## src/rtl/fetch_queue.sv

```systemverilog
// Fetch-to-decode instruction queue: captures {pc, insn} pairs from fetch,
// hands them to decode over valid/ready, stalls fetch when full, drops on redirect.
module fetch_queue #(
    parameter int                ADDR_W = 32,
    parameter int                INSN_W = 32,
    parameter int                DEPTH  = 4,
    parameter logic [INSN_W-1:0] NOP    = 32'h00000013
) (
    input  logic                       clk,
    input  logic                       rst,
    input  logic [ADDR_W-1:0]          in_pc,
    input  logic [INSN_W-1:0]          in_insn,
    input  logic                       in_valid,
    output logic                       if_wr_enable,
    input  logic                       flush,
    output logic [ADDR_W-1:0]          out_pc,
    output logic [INSN_W-1:0]          out_insn,
    output logic                       out_valid,
    input  logic                       out_ready,
    output logic [$clog2(DEPTH):0]     occupancy
);

    localparam int PTR_W = $clog2(DEPTH);
    localparam int CNT_W = PTR_W + 1;
    localparam int ENT_W = ADDR_W + INSN_W;
    localparam logic [CNT_W-1:0] FULL = CNT_W'(DEPTH);

    logic [ENT_W-1:0] mem_q [DEPTH];
    logic [ENT_W-1:0] mem_d [DEPTH];
    logic [PTR_W-1:0] wr_ptr_q, wr_ptr_d;
    logic [PTR_W-1:0] rd_ptr_q, rd_ptr_d;
    logic [CNT_W-1:0] count_q, count_d;

    logic full;
    logic empty;
    logic push;
    logic pop;
    logic [ENT_W-1:0] head;

    assign full  = (count_q == FULL);
    assign empty = (count_q == '0);
    assign head  = mem_q[rd_ptr_q];

    assign push = in_valid & ~full & ~flush;
    assign pop  = ~empty & out_ready & ~flush;

    assign if_wr_enable = ~full | flush;
    assign out_valid    = ~empty;
    assign out_pc       = empty ? '0  : head[ENT_W-1:INSN_W];
    assign out_insn     = empty ? NOP : head[INSN_W-1:0];
    assign occupancy    = count_q;

    // Next-state: flush empties the queue and wins over push/pop
    always_comb begin
        mem_d    = mem_q;
        wr_ptr_d = wr_ptr_q;
        rd_ptr_d = rd_ptr_q;
        count_d  = count_q;
        if (flush) begin
            rd_ptr_d = wr_ptr_q;
            count_d  = '0;
        end else begin
            if (push) begin
                mem_d[wr_ptr_q] = {in_pc, in_insn};
                wr_ptr_d        = wr_ptr_q + 1'b1;
            end
            if (pop) begin
                rd_ptr_d = rd_ptr_q + 1'b1;
            end
            unique case ({push, pop})
                2'b10:   count_d = count_q + 1'b1;
                2'b01:   count_d = count_q - 1'b1;
                default: count_d = count_q;
            endcase
        end
    end

    // State registers; reset discards every entry immediately
    always_ff @(posedge clk or negedge rst) begin
        if (!rst) begin
            wr_ptr_q <= '0;
            rd_ptr_q <= '0;
            count_q  <= '0;
            for (int i = 0; i < DEPTH; i++) begin
                mem_q[i] <= '0;
            end
        end else begin
            wr_ptr_q <= wr_ptr_d;
            rd_ptr_q <= rd_ptr_d;
            count_q  <= count_d;
            for (int i = 0; i < DEPTH; i++) begin
                mem_q[i] <= mem_d[i];
            end
        end
    end

endmodule

```

## config.mk

```make
export PLATFORM = sky130hd
export DESIGN_NAME = fetch_queue
export DESIGN_NICKNAME = d
export VERILOG_FILES = /design/src/rtl/fetch_queue.sv
export SDC_FILE = /design/constraint.sdc
export NUM_CORES = 1
export LEC_CHECK = 0
export ABC_AREA = 1
export CAP_MARGIN = 20
export CORE_MARGIN = 2
export CORE_UTILIZATION = 31
export CTS_CLUSTER_DIAMETER = 100
export DETAILED_ROUTE_END_ITERATION = 6
export DONT_BUFFER_PORTS = 1
export GPL_TIMING_DRIVEN = 1
export HOLD_SLACK_MARGIN = 0.08
export MAX_ROUTING_LAYER = met4
export SLEW_MARGIN = 20
export SYNTH_ARGS = -nofsm -noshare
export SYNTH_HDL_FRONTEND = slang
export SYNTH_SLANG_ARGS = --single-unit
```

## constraint.sdc

```tcl
create_clock -name clk -period 4.59 [get_ports clk]
set_input_delay 0.6885 -clock clk [delete_from_list [all_inputs] [get_ports clk]]
set_output_delay 0.6885 -clock clk [all_outputs]
set_load 0.02 [all_outputs]
```

* Yosys cells after proc, flatten, opt, wreduce, memory -nomap -nowiden
Index checks and enable logic that the tools add are counted.
** Storage, ports and cells
- Register bits after elaboration :: 263
- Bits of input ports :: 69
- Output and inout port bits :: 69
- Word-level logic and storage cells :: 44
** Operators by class
- $lt $le $gt $ge :: 3
- Muxes and demuxes :: 12
- Equal/unequal tests :: 3
- Reduce and logical (&&, ||, !) cells :: 5
- Add/sub/neg operators :: 4
- Bitwise operators :: 10
** Operators by type and width (count)
- 256-bit bitwise mux :: 1
- 64-bit 2-to-1 mux :: 3
- 64-bit binary-select mux with 2-bit select :: 1
- 64-bit demux with 2-bit select :: 1
- 32-bit 2-to-1 mux :: 2
- 3-bit >= comparator, second input constant :: 2
- 2-bit NOT with 3-bit output :: 2
- 3-bit case mux with 2 select lines :: 1
- 2-bit by 1-bit adder with 2-bit output, second input constant :: 2
- 1-bit bitwise AND :: 4
- 2-bit 2-to-1 mux :: 2
- 3-bit by 1-bit adder with 3-bit output, second input constant :: 1
- 3-bit == test, second input constant :: 1
- 3-bit zero test :: 1
- 3-bit by 1-bit < comparator with 1-bit output, second input constant :: 1
- 3-bit 2-to-1 mux :: 1
- 1-bit NOT :: 3
- 3-bit nonzero test :: 1
- 3-bit by 1-bit subtractor with 3-bit output, second input constant :: 1
- 2-bit by 1-bit == test with 1-bit output, second input constant :: 1
- 2-bit == test, second input constant :: 1
- 2-bit AND reduction :: 1
- 2-bit nonzero test :: 1
- 1-bit logical AND :: 1
- 1-bit bitwise OR :: 1

* Longest topological paths before layout
- Word-level depth :: 7
- Mapped depth :: 12
- Depth with buffers taken out :: 12

* Worst setup path before layout
OpenSTA, ideal clock, no wires.
- Path type :: reg-to-output
- Start :: register rd_ptr_q[0]
- End :: output port out_insn[0]
- Required time :: 3902 ps
- Data arrival time :: 1707 ps
- Path buffers :: 3
- Setup slack :: 2195 ps
- Stages on the path, launching flop included :: 7
- Cells stage by stage :: dfrtp_1 buf_2 inv_2 buf_4 buf_2 nor2_1 o311ai_0
** Between the ends
- Longest elaborated chain between the ends :: 5
** RTL lines
- from (decl) :: RTL line 31 : logic [PTR_W-1:0] rd_ptr_q, rd_ptr_d;
- from (signal assigned) :: RTL line 89 : rd_ptr_q <= rd_ptr_d;
- 2-bit NOT with 3-bit output (implied by the code) :: RTL line 42 : assign head = mem_q[rd_ptr_q];
- 64-bit binary-select mux with 2-bit select :: RTL line 42
- 64-bit 2-to-1 mux (implied by the code) (2 in series) :: RTL line 42
- 32-bit 2-to-1 mux :: RTL line 50 : assign out_insn = empty ? NOP : head[INSN_W-1:0];
- to (decl) :: RTL line 17 : output logic [INSN_W-1:0] out_insn,
No other way between the ends. The select of a mux whose other input is x is not followed.

* Worst setup path in the final report
- Start :: register rd_ptr_q[1]
- End :: output port out_insn[3]
The elaborated chain is that of the path after synthesis.

==> results list <==
- H-tree level count: 1
- Number of inserted filler cells in the final layout: ~4200
- Clock skew on the completed layout was measured at about 8.6 ps.
- Pin count of the biggest net entering global routing: 264
- Clock-pin slew of the registers on the worst-case setup and hold paths: 60 ps
- Clock latency of the later-clocked register in the worst-skew pair: 560 ps
- Total gr overflow: 0
- Xor and xnor fraction of the mapped netlist area: 0.1413%
- Final total power: about 10000 uW
- # Post-CTS Setup Buffers: 0
- MaxCap Viol Count: 0
- Io pins: 138
- Violations in the final reports: hold timing
* Worst reg2reg path startpoint: occupancy[1]
- CTS Sinks: 263
- In this run the worst path has a maximum fanout of 31.
* Chip Width: around 200 um
* Proportion of synthesized area in mux cells: 0%
- Across all hold checks on the routed design, the worst slack comes to -178.3 ps.
- Kind of capture point of the worst setup path: output pin
- Gates resized during post-CTS repair numbered 0.
- Post-synth EDFFs: 0
* Drt pass-1 iters: 5
- Final Slew Violations: 0
- The worst setup path is of the flop to output pin kind.
- Top cell types by occurrence after synthesis: sky130_fd_sc_hd__nand2_1 (271), sky130_fd_sc_hd__dfrtp_1 (263), sky130_fd_sc_hd__nor2_1 (258)
* Area of all sequential standard cells: 6586 um^2
* Clock tree from TritonCTS: yes
- Measured along the y axis, the die boundary spans 203.9 um.
- Post-synthesis share of cell area spent on and, or, nand and nor gates: ~17%
- The multi-input combinational cells in the finished layout cover a total of 4708 um^2.
- Excluding fillers, the count of instances in the completed layout stands at between 1500 and 2000.
- Power Dens Cells: 774.0 nW/um^2
- Antenna cells: 0
- Sw power: 4350 uW
- In this run, the combinational gates consume 39.1% of the power.
- After detailed routing, the number of vias per cell comes to slightly below 5.
- Period utilization: 77.27%
- GP Congestion: approximately 0.77
* Starting Density: 31.26%
- Cells with a size suffix above 1 make up 9.929% of the layout.
- Count leader, synth: sky130_fd_sc_hd__nand2_1
* Number of nets at the end of the flow: 1461
- The via count of the first global-routing pass came to 9088.
- Internal power summed over all cells: 5962 uW
- Number of buffers created by CTS: 31
- Clock Tree Root: sky130_fd_sc_hd__clkbuf_16
- In this run, flip-flops and latches consume 38.7% of the power.
- Switching portion of total power: approximately 42%
- For this run, the register share of the synthesized area comes to 53.10%.
- In this run the cell area of the synthesized design comes to 12390 um^2.
* Layout Area Growth over Synthesis: 7.501%
- Worst supply voltage drop on vdd: 0.0004178 V
* Area fraction of the dominant cell type after synthesis: 53.10%
* Antenna Nets Post-Route: 0
- Counting every net in the synthesized netlist gives 1516.
* Type of origin of the critical path: flop
* Clock network fraction of design power: 22.2%
- By area, the combinational part of the netlist is dominated by compound AO/OA/AOI/OAI gates.
- Relative max-transition margin: 30.05%
- Adding up every negative setup slack in the final design gives 0 ps.
- Summing the areas of all compound-gate instances in the mapped netlist gives 20.23% of the synthesized area.
- Post-synthesis cell type with the largest combined area: sky130_fd_sc_hd__dfrtp_1
* Status: complete, but fails checks
- Site row count: 73
- Setup-violating endpoint count in the final report: 0
* Worst Max-Slew Pin Slew: 1049 ps
- During placement, the flow inserted port buffers numbering 0.
* Detail Placement HPWL: 18.01 mm
- Initial detailed-routing violation count: about 590
* CP Data Required Time: 3900 ps
- The die covers between 40000 and 50000 um^2.
- Summed over all cells, the static leakage comes to 0.006196 uW.
- For this run, the total global-route usage over all layers was measured as 15.56%.
- The hold violation total from the final report came to 188.
- RSZ-0062 raised after global routing: no
* Number of vias after detailed routing: 9321
- Dividing the detail-routed wire length by the instance count gives 16.14 um.
- The first global-routing pass estimated 50.28 mm of wire.
* Most used flip-flop cell after synthesis: sky130_fd_sc_hd__dfrtp_1
- Synthesis produced a netlist whose cell count is about 1400.
- The average instance in the mapped netlist occupies 8.594 um^2.
- In this run the worst hold path is classified as input pin to asynchronous set/reset pin.
- Sum of routed wire length over all layers: 31.24 mm
* Yosys reg bits: 263
* Data arrival at the endpoint of the critical path: 2860 ps
- Once placement completed, the tool counted placed cells totaling 1879.
- Antenna violations before repair: 0
* Critical path launch point: rd_ptr_q[1]
- The longest clock path from root to sink contains 3 buffers.
- Core Box Area: 39640 um^2
* Adder-Cell Fraction of Synth Area: 0.5654%
* Post-route DRC: 0
- Cell types occupying the most area after synthesis: sky130_fd_sc_hd__dfrtp_1 (53%), sky130_fd_sc_hd__nand2_1 (8.2%), sky130_fd_sc_hd__nor2_1 (7.8%)
- Period minus WS final: 3547 ps
* Number of distinct library cells after synthesis: 25
- Timing would allow up to 281.9 MHz.
- Counting flops with an async set or reset pin after synthesis yields a share of 100.0%.
* Ys Warns: 0
-- layout make-up --
| class | instances | area share [%] |
|---|---|---|
| clock inverters | 10 | 0.4602 |
| well taps | 525 | 4.930 |
| flip-flops and latches | 263 | 49.44 |
| inverters | 73 | 2.066 |
| multi-input cells | 1001 | 35.34 |
| clock buffers | 46 | 6.621 |
| repair buffers | 17 | 1.146 |
-- power by group through the flow --
stage          clock network (uW)  registers, uW  logic [uW]
3_5_place_dp                    0           4020        4080
4_1_cts                      2370           3980        4090
3_3_place_gp                    0           3980        4020
2_1_floorplan                   0           3810        3390
5_1_grt                      2450           4120        4600
6_report                     2290           3990        4030
-- cell usage in the layout (no fill, tap or decap), drive strengths merged --
cell | netlist | final
o211ai | 3 | 3
o21ai | 383 | 383
fa | 1 | 1
nor2 | 260 | 260
nand3b | 1 | 1
dfrtp | 263 | 263
clkinvlp | 0 | 3
ha | 4 | 4
nand3 | 5 | 5
xor2 | 2 | 2
o311ai | 3 | 3
a21oi | 61 | 61
clkinv | 0 | 8
clkbuf | 27 | 46
inv | 73 | 72
buf | 78 | 17
nand2 | 278 | 278
-- path summary, 6_finish.rpt --
| kind | slack [ps] | end | cells after the start |
|---|---|---|---|
| min | -180 | mem_q[34] | 0 |
| max in group asynchronous | 3940 | rd_ptr_q[0] | 0 |
| min reg2reg | 470 | mem_q[23] | 2 |
| min in group clk | 310 | occupancy[2] | 3 |
| max | 1040 | out_insn[3] | 5 |
| max reg2reg | 1870 | mem_q[12] | 8 |
-- sequential cells by signal (all words and copies together), names as in the netlist --
signal / cells
mem_q: 256
occupancy: 3
rd_ptr_q: 2
wr_ptr_q: 2
-- cell families after synthesis --
group | Yosys count
DFF | 263
adders and majority gates | 5
xor gates and xnor gates | 2
and+or+nand+nor | 544
AOI/OAI and AO/OA | 450
buffers and inverters | 178
-- worst max-delay path, stage by stage (launching register included) --
cell and delay (ps):
sky130_fd_sc_hd__dfrtp_2 820, sky130_fd_sc_hd__inv_2 450, sky130_fd_sc_hd__buf_4 360, sky130_fd_sc_hd__nor2_1 120
sky130_fd_sc_hd__o21ai_0 80, sky130_fd_sc_hd__a21oi_1 430
-- per-stage QoR --
step	instance area, um^2	hold WS (ps)	utilization [%]	setup WS (ps)
after global routing	13320	-214.3	33.61	830.1
after CTS	13320	-211.8	33.61	968.6
final	13320	-178.3	33.61	1043
after detailed placement	12380	401.4	31.23	1585
after floorplan	12390	392.9	-	2195
after global placement	12380	400.1	31.23	1627
-- routing by layer --
metal	vias to the layer above	track usage (%)	wire length (um)
met5	-	-	0
met4	0	3.339	571
met3	44	3.173	1588
met2	220	25.06	14500
met1	4471	20.33	14580
li1	4586	-	-
No activity file was read; power rests on OpenSTA's default activity.
